$ cat src/rtl/clear_line_compact.sv
// Removes full rows from a ROWS x COLS board held in external memory, shifting the
// remaining rows down cell by cell and zero-filling the vacated rows at the top.
module clear_line_compact #(
  parameter int ROWS   = 20,
  parameter int COLS   = 10,
  parameter int CELL_W = 3,
  parameter int ROW_W  = 5,
  parameter int COL_W  = 5
) (
  input  logic              clk,
  input  logic              reset,
  input  logic              enable,
  input  logic [0:ROWS-1]   line_full,
  output logic [ROW_W-1:0]  pos_i,
  output logic [COL_W-1:0]  pos_j,
  output logic              read,
  output logic              write,
  output logic [CELL_W-1:0] write_data,
  input  logic [CELL_W-1:0] rd_data,
  output logic              busy,
  output logic              clear_line_done,
  output logic [ROW_W:0]    lines_cleared
);

  typedef enum logic [2:0] {
    S_IDLE,
    S_SCAN,
    S_COPY_RD,
    S_COPY_WR,
    S_FILL,
    S_DONE
  } state_t;

  localparam logic [ROW_W-1:0] LAST_ROW = ROW_W'(ROWS - 1);
  localparam logic [COL_W-1:0] LAST_COL = COL_W'(COLS - 1);

  state_t            r_state, w_next;
  logic [0:ROWS-1]   r_mask;
  logic [ROW_W-1:0]  r_src, r_dst;
  logic [COL_W-1:0]  r_j;
  logic [ROW_W:0]    r_lc;

  logic w_hit, w_src_top, w_dst_top, w_last_col, w_skip;

  assign w_hit      = r_mask[r_src];
  assign w_src_top  = (r_src == '0);
  assign w_dst_top  = (r_dst == '0);
  assign w_last_col = (r_j == LAST_COL);
  // src==dst means no full row seen yet below, so this row is already in place
  assign w_skip     = w_hit || (r_src == r_dst);

  always_comb begin
    w_next          = r_state;
    pos_i           = '0;
    pos_j           = '0;
    read            = 1'b0;
    write           = 1'b0;
    write_data      = '0;
    busy            = (r_state != S_IDLE);
    clear_line_done = 1'b0;
    case (r_state)
      S_IDLE: begin
        if (enable) w_next = (line_full != '0) ? S_SCAN : S_DONE;
      end
      S_SCAN: begin
        if (!w_skip)        w_next = S_COPY_RD;
        else if (w_src_top) w_next = (w_hit || r_lc != '0) ? S_FILL : S_DONE;
      end
      S_COPY_RD: begin
        read   = 1'b1;
        pos_i  = r_src;
        pos_j  = r_j;
        w_next = S_COPY_WR;
      end
      S_COPY_WR: begin
        write      = 1'b1;
        pos_i      = r_dst;
        pos_j      = r_j;
        write_data = rd_data;
        if (!w_last_col)    w_next = S_COPY_RD;
        else if (w_src_top) w_next = S_FILL;
        else                w_next = S_SCAN;
      end
      S_FILL: begin
        write = 1'b1;
        pos_i = r_dst;
        pos_j = r_j;
        if (w_last_col && w_dst_top) w_next = S_DONE;
      end
      S_DONE: begin
        clear_line_done = 1'b1;
        w_next          = S_IDLE;
      end
      default: w_next = S_IDLE;
    endcase
  end

  always_ff @(posedge clk or negedge reset) begin
    if (!reset) begin
      r_state <= S_IDLE;
      r_mask  <= '0;
      r_src   <= '0;
      r_dst   <= '0;
      r_j     <= '0;
      r_lc    <= '0;
    end else begin
      r_state <= w_next;
      case (r_state)
        S_IDLE: begin
          if (enable) begin
            r_lc <= '0;
            if (line_full != '0) begin
              r_mask <= line_full;
              r_src  <= LAST_ROW;
              r_dst  <= LAST_ROW;
            end
          end
        end
        S_SCAN: begin
          r_j <= '0;
          if (w_hit) begin
            r_lc <= r_lc + 1'b1;
            if (!w_src_top) r_src <= r_src - 1'b1;
          end else if (r_src == r_dst && !w_src_top) begin
            r_src <= r_src - 1'b1;
            r_dst <= r_dst - 1'b1;
          end
        end
        S_COPY_WR: begin
          if (w_last_col) begin
            r_j   <= '0;
            r_dst <= r_dst - 1'b1;
            if (!w_src_top) r_src <= r_src - 1'b1;
          end else begin
            r_j <= r_j + 1'b1;
          end
        end
        S_FILL: begin
          if (w_last_col) begin
            r_j <= '0;
            if (!w_dst_top) r_dst <= r_dst - 1'b1;
          end else begin
            r_j <= r_j + 1'b1;
          end
        end
        default: ;
      endcase
    end
  end

  assign lines_cleared = r_lc;

endmodule

$ cat config.mk
export PLATFORM = sky130hd
export DESIGN_NAME = clear_line_compact
export DESIGN_NICKNAME = d
export VERILOG_FILES = /design/src/rtl/clear_line_compact.sv
export SDC_FILE = /design/constraint.sdc
export NUM_CORES = 1
export LEC_CHECK = 0
export ABC_CLOCK_PERIOD_IN_PS = 2210
export CORE_UTILIZATION = 50
export DETAILED_ROUTE_END_ITERATION = 6
export DONT_BUFFER_PORTS = 1
export PLACE_DENSITY = 0.68
export SYNTH_ARGS = -nofsm -noshare
export SYNTH_HDL_FRONTEND = slang
export SYNTH_SLANG_ARGS = --single-unit
$ cat constraint.sdc
create_clock -name clk -period 2.21 [get_ports clk]
set_input_delay 0.221 -clock clk [delete_from_list [all_inputs] [get_ports clk]]
set_output_delay 0.221 -clock clk [all_outputs]
set_load 0.01 [all_outputs]
==> impl_results.md <==
- Switching share of power: 39.5%
- Worst skew pair latency: 0.30 ns
- R2R Path Start: r_src[3]$_DFFE_PN0P_
- Status: finished, violations left
- Most frequent cells after synthesis: 44 x dfrtp_1, 25 x mux2_2, 19 x o21ai_0
- Syn nets: 310
- Worst reg-to-reg path cell count: 9
- Die extent in y: between 70 and 80 um
- CTS tree: done
- Max-cap violation count: 0
- Clock Sinks: 44
- #FFs+latches synth: 44
- Worst path slowest cell: or4_4
- DP HPWL: 4980 um
- CP endpoint kind: flip-flop
- WP data required: 2.41 ns
- Netlist cell types: 59
- Flop2flop setup slack: -0.12 ns
- Drt drc: 0
- CP Launch Type: flip-flop
- Final Cell Area: 0.00359 mm^2
- LEAKAGE: between 1.5 and 2 nW
- Pwr Density: 1260 mW/mm^2
- Total CTS buffers: 5
- Worst Max-Slew Pin Slew: 0.658 ns
- Top-count cell post-synth: dfrtp_1
- Combinational Power Share: 54.0%
- Root Driver: clkbuf_8
- Via density: 5.97
- DRT Pass-1 Iters: 4
- Setup Skew: 0.0123 ns
- Overflow after GRT: 0
- PnR worst setup slack: -0.125 ns
- DRT iter0 DRCs: 194
- CP Max Fanout: 6
- Cell Area, Synth: 0.00273 mm^2
- Post-Syn Area per Cell: 9.84 um^2
- Total Wirelength: ~7000 um
- Rows: 26
- Part of the power in registers: ~32%
- Cell Chain, Critical Path: buf_6, mux2i_2, o2bb2ai_4, or4_4, o311ai_4, buf_4, o21ai_2, and2_4, mux2_1
- Final Hold Viols: 0
- Critical path endpoint: r_dst[0]$_DFFE_PN0P_
- Post-Syn Instances: 277
- PortBufs: 0
- CP peak stage delay: 0.50 ns
- Fin crit period: 2.33 ns
- HP Class: in -> reg
- Clk buf depth: 2
- Number of synthesized flops with an enable pin: 0
- Post-DRT Antenna Nets: 0
- WL per Instance: 17.1 um
- Placement Cell Area: 0.00315 mm^2
- Largest net degree at the start of global routing: 45
- Die Wd: about 76 um
- Top cell type by total area after synthesis: dfrtp_1
- FF-to-FF End: r_dst[0]$_DFFE_PN0P_
- Most used DFF post-synth: dfrtp_1
- First-pass GRT wire length: 10,800 um
- Fillers: 397
- Nets: 371
- Synth area leaders: dfrtp_1 40%, mux2_2 10%, o21ai_0 3.5%
- Clock power share: 13.7%
- Post-synth top area share: about two fifths
- Initial core utilization: 52.7%
- Critical path origin: r_src[3]$_DFFE_PN0P_
- Vias in the first global route: roughly 2.3k
- Reg area: 0.00110 mm^2
- Arrival time worst endpoint: 2.53 ns
- RSZ-0062 raised after global routing: yes
- DIE AREA: 0.00575 mm^2
- Share of layout cells above drive strength 1: 40.4%
- CP Buf/Inv Count: 2
- Seq/Total Area, Yosys: 40.4%
- Ys Warns: 0
- Initial antenna violation count: 0
- Pins Over Slew Limit: 0
- Synth async-reset ratio: 100%
- Area Overhead vs Synth: 31.7%
- Final Cycle Share: 106%
- Final setup fails: 8
- Peak supply drop: 0.801 mV
- Max_slew headroom: 56.1%
- Non-Filler Instances: 409
- CTS H-Tree Depth: 2
- Sw Pwr: 1.79 mW
- GRT Util Overall: roughly a quarter
- Max Freq: 428 MHz
- Detailed-route via count: 2,443
- CP top delay family: simple AND/OR/NAND/NOR gates
- Core Region: 0.00517 mm^2
- Area of the multi-input gates: around 0.0017 mm^2
- Violated checks: negative setup slack
- Pre-CTS setup slack: -0.215 ns
- Min Hold Slack: 0.0624 ns
- Placed insts: 387
- Levels on crit path: 9
- I/O pin count: 49
- Placer Congestion: 0.886
- Crit path kind: reg -> reg
- Clock slew at the register clock pins of the worst setup and hold paths: about 0.09 ns
- Antenna cells: 0
- Pint: 2.74 mW
==> repair_timing <==
item	4_1_cts	5_1_grt
endpoints found under the setup margin	36	19
pin swaps	17	10
hold buffers	2	0
buffers inserted	10	2
resized for setup	32	23
hold endpoints to repair	44	0
==> flip-flops by register name (all words and copies together) (netlist names) <==
name	count
lines_cleared	6
r_dst	5
r_j	5
r_mask	20
r_src	5
r_state	3
==> through the flow <==
step	TNS, ns	util (%)	power (mW)
2_1_floorplan	-0.0514	-	2.75
3_3_place_gp	-0.904	60.9	3.41
3_5_place_dp	-1.79	60.9	3.48
4_1_cts	-0.429	67.4	4.40
5_1_grt	-1.43	69.4	4.83
6_report	-0.449	69.4	4.54
==> area by class of cell <==
type / instances / share of cell area, %
clock buffers: 5 / 1.92
clock inverters: 3 / 1.19
inverters: 12 / 1.25
multi-input cells: 209 / 47.3
flip-flops and latches: 44 / 30.7
well taps: 70 / 2.44
repair buffers: 66 / 15.2
==> cells in the final DEF, fill, tap and decap left out, types with 5 or more instances in the layout <==
| master | synthesis | final |
|---|---|---|
| dfrtp_1 | 44 | 42 |
| o21ai_0 | 19 | 11 |
| a21oi_1 | 9 | 5 |
| inv_1 | 12 | 10 |
| a22o_1 | 5 | 5 |
| nand2_1 | 18 | 18 |
| nor2b_1 | 9 | 6 |
| nand3_1 | 12 | 12 |
| ha_1 | 7 | 6 |
| mux2_2 | 25 | 21 |
| buf_6 | 2 | 5 |
| o21ai_1 | 2 | 9 |
| nor3_1 | 11 | 10 |
| nor2_1 | 14 | 14 |
| nor4_1 | 8 | 7 |
| buf_4 | 0 | 58 |
| clkbuf_8 | 0 | 5 |
==> worst min-delay path by stage <==
| stage | slack, ns | depth (start not counted) | end | startpoint |
|---|---|---|---|---|
| floorplan | -0.07 | 0 | lines_cleared[0]$_DFFE_PN0P_ | reset |
| global placement | -0.07 | 0 | r_j[2]$_DFFE_PN0N_ | reset |
| detailed placement | -0.07 | 0 | r_j[2]$_DFFE_PN0N_ | reset |
| CTS | 0.05 | 1 | r_mask[7]$_DFFE_PN0P_ | line_full[7] |
| global route | 0.05 | 1 | r_mask[1]$_DFFE_PN0P_ | line_full[1] |
| finish | 0.06 | 1 | r_mask[7]$_DFFE_PN0P_ | line_full[7] |
==> power groups by stage <==
stage          Combinational, mW  Clock [mW]  Sequential [mW]
3_3_place_gp                1.98           0             1.44
4_1_cts                     2.31       0.636             1.46
6_report                    2.45       0.622             1.46
3_5_place_dp                2.03           0             1.45
2_1_floorplan               1.40           0             1.35
5_1_grt                     2.66       0.666             1.51
==> per-layer routing <==
layer | wire, um | track usage [%]
met1 | 3010 | 30.4
met2 | 3580 | 46.4
met3 | 309 | 4.89
met4 | 108 | 7.61
met5 | 0 | 0
==> cells by family after synthesis <==
kind of cell / synth area share, %
DFF: 40.4
xor gates and xnor gates: 1.61
adders and majority gates: 3.21
buffers and inverters: 4.59
AOI/OAI and AO/OA: 16.8
muxes: 12.3
and+or+nand+nor: 21.1
Power figures use the tool's default switching activity.
